## src/rtl/mm_arbiter_pkg.sv

```systemverilog
// Shared constants, state type and width helper for the MemoryMapped N:1 arbiter.
package mm_arbiter_pkg;

    localparam int SCHEME_RR    = 0;
    localparam int SCHEME_FIXED = 1;

    typedef enum logic {
        IDLE = 1'b0,
        BUSY = 1'b1
    } arb_state_t;

    // Keeps index and counter vectors at least one bit wide for degenerate sizes.
    function automatic int clog2_min1(input int n);
        return (n > 1) ? $clog2(n) : 1;
    endfunction

endpackage

```

## src/rtl/mm_arb_select.sv

```systemverilog
// Combinational winner pick: round-robin from a start pointer, or lowest index first.
module mm_arb_select
    import mm_arbiter_pkg::*;
#(
    parameter int N = 4,
    parameter int W = clog2_min1(N)
) (
    input  logic [N-1:0] req,
    input  logic [W-1:0] ptr,
    input  logic         scheme,
    output logic [W-1:0] idx,
    output logic         any_req
);

    logic [W-1:0] cand;

    // Scan from the far end so the last hit is the nearest candidate in search order.
    always_comb begin
        idx  = '0;
        cand = '0;
        for (int i = N - 1; i >= 0; i--) begin
            cand = (scheme == 1'(SCHEME_RR)) ? W'((int'(ptr) + i) % N) : W'(i);
            if (req[cand]) begin
                idx = cand;
            end
        end
    end

    assign any_req = |req;

endmodule

```

## src/rtl/mm_arbiter.sv

```systemverilog
// N-master to 1-slave MemoryMapped arbiter with selectable scheme and per-transaction timeout.
//   state | meaning
//   IDLE  | no owner; pick a winner among requesters (one cycle of arbitration)
//   BUSY  | granted channel mirrored to the slave until completion, abort or timeout
module mm_arbiter
    import mm_arbiter_pkg::*;
#(
    parameter int AWIDTH  = 8,
    parameter int DWIDTH  = 8,
    parameter int MCOUNT  = 4,
    parameter int SCHEME  = 0,
    parameter int TIMEOUT = 256
) (
    input  logic                               clk,
    input  logic                               reset,
    input  logic [MCOUNT*AWIDTH-1:0]           s_addr,
    input  logic [MCOUNT-1:0]                  s_wreq,
    input  logic [MCOUNT*DWIDTH-1:0]           s_wdat,
    input  logic [MCOUNT-1:0]                  s_rreq,
    output logic [MCOUNT*DWIDTH-1:0]           s_rdat,
    output logic [MCOUNT-1:0]                  s_rdyn,
    output logic [AWIDTH-1:0]                  m_addr,
    output logic                               m_wreq,
    output logic [DWIDTH-1:0]                  m_wdat,
    output logic                               m_rreq,
    input  logic [DWIDTH-1:0]                  m_rdat,
    input  logic                               m_rdyn,
    output logic [clog2_min1(MCOUNT)-1:0]      grant,
    output logic                               tout
);

    localparam int GW = clog2_min1(MCOUNT);
    localparam int CW = clog2_min1(TIMEOUT);
    localparam logic [CW-1:0] TLIM = CW'((TIMEOUT > 0) ? TIMEOUT - 1 : 0);

    arb_state_t     state_q, state_d;
    logic [GW-1:0]  grant_q, grant_d;
    logic [GW-1:0]  ptr_q, ptr_d;
    logic [GW-1:0]  ptr_adv;
    logic [GW-1:0]  win;
    logic [CW-1:0]  cnt_q, cnt_d;
    logic [MCOUNT-1:0] req;
    logic           any_req;
    logic           g_req;
    logic           limit;

    assign req     = s_wreq | s_rreq;
    assign g_req   = req[grant_q];
    assign limit   = (TIMEOUT > 0) && (cnt_q == TLIM);
    assign ptr_adv = (grant_q == GW'(MCOUNT - 1)) ? '0 : grant_q + GW'(1);
    assign grant   = grant_q;

    mm_arb_select #(
        .N (MCOUNT),
        .W (GW)
    ) u_select (
        .req     (req),
        .ptr     (ptr_q),
        .scheme  ((SCHEME == SCHEME_FIXED) ? 1'b1 : 1'b0),
        .idx     (win),
        .any_req (any_req)
    );

    always_ff @(posedge clk or negedge reset) begin
        if (!reset) begin
            state_q <= IDLE;
            grant_q <= '0;
            ptr_q   <= '0;
            cnt_q   <= '0;
        end else begin
            state_q <= state_d;
            grant_q <= grant_d;
            ptr_q   <= ptr_d;
            cnt_q   <= cnt_d;
        end
    end

    always_comb begin
        state_d = state_q;
        grant_d = grant_q;
        ptr_d   = ptr_q;
        cnt_d   = cnt_q;
        m_addr  = '0;
        m_wdat  = '0;
        m_wreq  = 1'b0;
        m_rreq  = 1'b0;
        s_rdyn  = '1;
        s_rdat  = {MCOUNT{m_rdat}};
        tout    = 1'b0;

        case (state_q)
            IDLE: begin
                if (any_req) begin
                    state_d = BUSY;
                    grant_d = win;
                    cnt_d   = '0;
                end
            end
            BUSY: begin
                m_addr          = s_addr[grant_q*AWIDTH +: AWIDTH];
                m_wdat          = s_wdat[grant_q*DWIDTH +: DWIDTH];
                m_wreq          = s_wreq[grant_q];
                m_rreq          = s_rreq[grant_q];
                s_rdyn[grant_q] = m_rdyn;
                // A master that withdraws mid-transaction does not earn a pointer advance.
                if (!g_req) begin
                    state_d = IDLE;
                end else if (!m_rdyn) begin
                    state_d = IDLE;
                    ptr_d   = ptr_adv;
                end else if (limit) begin
                    m_wreq                             = 1'b0;
                    m_rreq                             = 1'b0;
                    s_rdyn[grant_q]                    = 1'b0;
                    s_rdat[grant_q*DWIDTH +: DWIDTH]   = '1;
                    tout                               = 1'b1;
                    state_d                            = IDLE;
                    ptr_d                              = ptr_adv;
                end else begin
                    cnt_d = cnt_q + CW'(1);
                end
            end
            default: state_d = IDLE;
        endcase
    end

endmodule

```

## config.mk

```make
export PLATFORM = sky130hd
export DESIGN_NAME = mm_arbiter
export DESIGN_NICKNAME = d
export VERILOG_FILES = /design/src/rtl/mm_arbiter_pkg.sv /design/src/rtl/mm_arb_select.sv /design/src/rtl/mm_arbiter.sv
export SDC_FILE = /design/constraint.sdc
export NUM_CORES = 1
export LEC_CHECK = 0
export BUFFER_PORTS_ARGS = -buffer_cell sky130_fd_sc_hd__buf_4
export CAP_MARGIN = 20
export CORE_MARGIN = 3
export CORE_UTILIZATION = 46
export DETAILED_ROUTE_END_ITERATION = 12
export GPL_ROUTABILITY_DRIVEN = 0
export MAX_ROUTING_LAYER = met4
export PLACE_DENSITY_LB_ADDON = 0.05
export SYNTH_ARGS = -nofsm -noshare
export SYNTH_HDL_FRONTEND = slang
export SYNTH_HIERARCHICAL = 1
export SYNTH_SLANG_ARGS = --single-unit
```

## constraint.sdc

```tcl
create_clock -name clk -period 8.2 [get_ports clk]
set_input_delay 2.46 -clock clk [delete_from_list [all_inputs] [get_ports clk]]
set_output_delay 2.46 -clock clk [all_outputs]
set_load 0.03 [all_outputs]
```

==> key figures <==
Final layout
  – Diode count: 0
  – Layout fillers: 309
  – Layout area overhead: 57.24%
  – Fraction of layout instances using a drive strength above 1: 0.5028
  – Final net count: 449
  – Multi-input gate area: 1592 µm²
  – FF+latch area: 325.3 µm²
  – Layout Utilization: 0.7659

Flow run
  – Max Cap Viol: 0

Route
  – DRC viols: 0
  – WL/cell: 18.33 µm
  – Drt total wl: 7.442 mm
  – Post-route ant nets: 0
  – Vias per cell: 5.727
  – Total number of vias: ~2300
  – Initial DRT Pass Iterations: 4
  – Initial DRC Count: 101

Worst setup path
  – Slowest cell on crit path: nor4_1
  – CP endpoint kind: output pin
  – Worst setup path class: input port to output pin
  – Buf/Inv on CP: 2
  – Crit path max-delay family: simple AND/OR/NAND/NOR gates
  – Worst-path maximum fanout: 8
  – CP Data Arrival Time: 4.30 ns
  – CP required: 5.74 ns
  – Max incr delay on CP: 0.78 ns
  – Worst r2r src: grant[0]
  – Cell mode on critical path: buf_4
  – Start point of the critical path: s_rreq[1]
  – Cells along the critical path: buf_4 -> nor4b_4 -> nor4_1 -> nand4_1 -> nand2b_1 -> buf_4
  – Startpoint Class: input port

Clock network
  – Clk Latency, worst-skew pair: roughly 0.24 ns
  – CTS Buf Count: 3
  – Post-cts resize count: 0
  – Clock Pin Slew Worst Setup and Hold Paths: 0.05 ns
  – CTS tree: done
  – # Post-CTS Setup Buffers: 0
  – CTS max path bufs: 2
  – Htree depth: 1
  – Root Buffer: clkbuf_8
  – CTS sink count: 13
  – CTS hold repair buffers: 0

Timing
  – Period utilization: 0.8247
  – Final Hold Fails: 0
  – Worst rel slew slack: 0.3071
  – Final WS setup: 1.437 ns
  – Max Clk Rate: around 150 MHz
  – Skew final: 0.001179 ns
  – TNS Setup: 0 ns
  – Worst-margin pin slew: 1.039 ns
  – RSZ-0062 raised after global routing: false
  – Min cycle time layout: about 6.8 ns
  – Setup violators final: 0
  – Slew Viols, Final: 0

Floorplanning
  – Starting Density: 0.4871
  – Die width: 72.01 µm
  – Core footprint: 4115 µm²
  – Full die area: 5185 µm²
  – Row count: 23
  – Total I/O pin count: 140
  – Chip Height: about 70 µm

Outcome
  – Run status: complete, no violations

Logic synthesis
  – Most numerous cell in the Yosys netlist: nand2b_1
  – Synthesized area per cell: 9.195 µm²
  – EDFF count, synth: 0
  – Distinct cells, synth: about 50
  – Post-synthesis cell area: 2004 µm²
  – FF+latch count, synth: 13
  – Asr flop ratio synth: 1.000
  – Post-Syn Instances: around 220
  – Largest area contributor in the netlist: mux4_2
  – Warnings, synthesis: 6
  – Synth top area cells: mux4_2 (21%), dfrtp_1 (16%), nand2b_1 (11%)
  – Synth cell count leaders: nand2b_1 (35), mux4_2 (19), and2_1 (16)
  – Main synth FF type: dfrtp_1
  – Sequential share of the synthesized area: 0.1623
  – Synth top area share: 0.2135

Pwr
  – Total chip power: 807.5 µW
  – PwrDens: roughly 260 nW/µm²
  – Leak: 1.472 nW
  – Peak supply drop: between 0.2 and 0.25 mV

Global route
  – Largest net degree at the start of global routing: 39
  – Initial antenna violation count: 0
  – First-pass GRT wire length: ~12 mm
  – GRT Util Overall: 0.2898
  – Vias in the first global route: 2243
  – GRT overflow: 0

Worst hold path
  – Worst hold start: cnt_q[1]
  – Hold Path Class: flip-flop to flip-flop

Placed design
  – Port-buffer cells: 139
  – Pre-CTS setup slack: 1.444 ns
  – Half-perimeter wire length after placement: ~6 mm
## worst register-to-register path, stage by stage (launching register included)
cell,delay [ns]
dfrtp_1,0.67
buf_4,0.41
nor4_1,0.12
nor4_1,0.75
nand3_1,0.26
mux2_2,0.35
## worst paths after layout
kind / to / slack, ns / cells after the start
worst min-delay path: cnt_q[1] / 0.56 / 2
worst max register to register: ptr_q[0] / 5.52 / 5
worst max-delay path: s_rdat[16] / 1.44 / 6
worst min register to register: cnt_q[1] / 0.56 / 2
max in group asynchronous: cnt_q[6] / 5.99 / 1
min in group asynchronous: grant[1] / 2.05 / 1
## metal layers
layer  global-route usage  share of wire  wire, µm  up-vias
li1                     -              -         -     1101
met1               0.3565           0.38      2841     1105
met2               0.4888           0.52      3833       93
met3              0.04571          0.072       536       26
met4              0.09186          0.031       231        0
met5                    -              0         0        -
## power breakdown
group / internal [mW] / switching [mW]
clock: 0.0343 / 0.0228
combinational: 0.293 / 0.319
sequential: 0.0797 / 0.0589
total: 0.407 / 0.401
## state kept, by name (all words and copies together) (netlist names)
register / cells
cnt_q: 8
grant: 2
ptr_q: 2
state_q: 1
## through the flow
step                instances  hold WS [ns]  instance area, µm²
floorplan                 224        0.4855                2027
global placement          401        0.5197                3079
detailed placement        401        0.5474                3079
CTS                       405        0.5660                3124
global route              406        0.5881                3152
finish                    406        0.5641                3152
## logic make-up (layout without fill, tap and decap cells)
family | Yosys count | in the layout | synth area share
AOI/OAI and AO/OA | 32 | 32 | 0.1236
adders and majority gates | 9 | 9 | 0.05618
buffers and inverters | 26 | 158 | 0.05493
DFF | 13 | 13 | 0.1623
muxes | 28 | 28 | 0.2622
other | 1 | 7 | 0.001871
and+or+nand+nor | 109 | 109 | 0.3390
## cells in the final DEF, fill, tap and decap left out, types with 3 or more instances in the layout
cell type	Yosys	final
ha_1	9	9
nand4_1	6	6
mux4_2	19	19
inv_1	13	13
conb_1	1	7
or2_2	6	6
o311ai_0	8	8
nand3_1	8	8
mux2_2	6	6
or4_1	5	5
mux2i_1	3	3
nor2_1	4	4
o21ai_0	5	5
buf_4	0	140
nand2b_1	35	35
and2_1	16	16
nand2_1	10	10
dfrtp_1	13	13
clkbuf_8	0	3
nor4_1	3	3
nor2b_1	3	3
## cell type report
cell class                      count  area share
Sequential cell                    13      0.1032
Clock buffer                        4     0.01429
Multi-Input combinational cell    185      0.5050
Tap cell                           50     0.01985
Timing Repair Buffer              141      0.3422
Inverter                           13     0.01548
No activity file was read; power rests on OpenSTA's default activity.
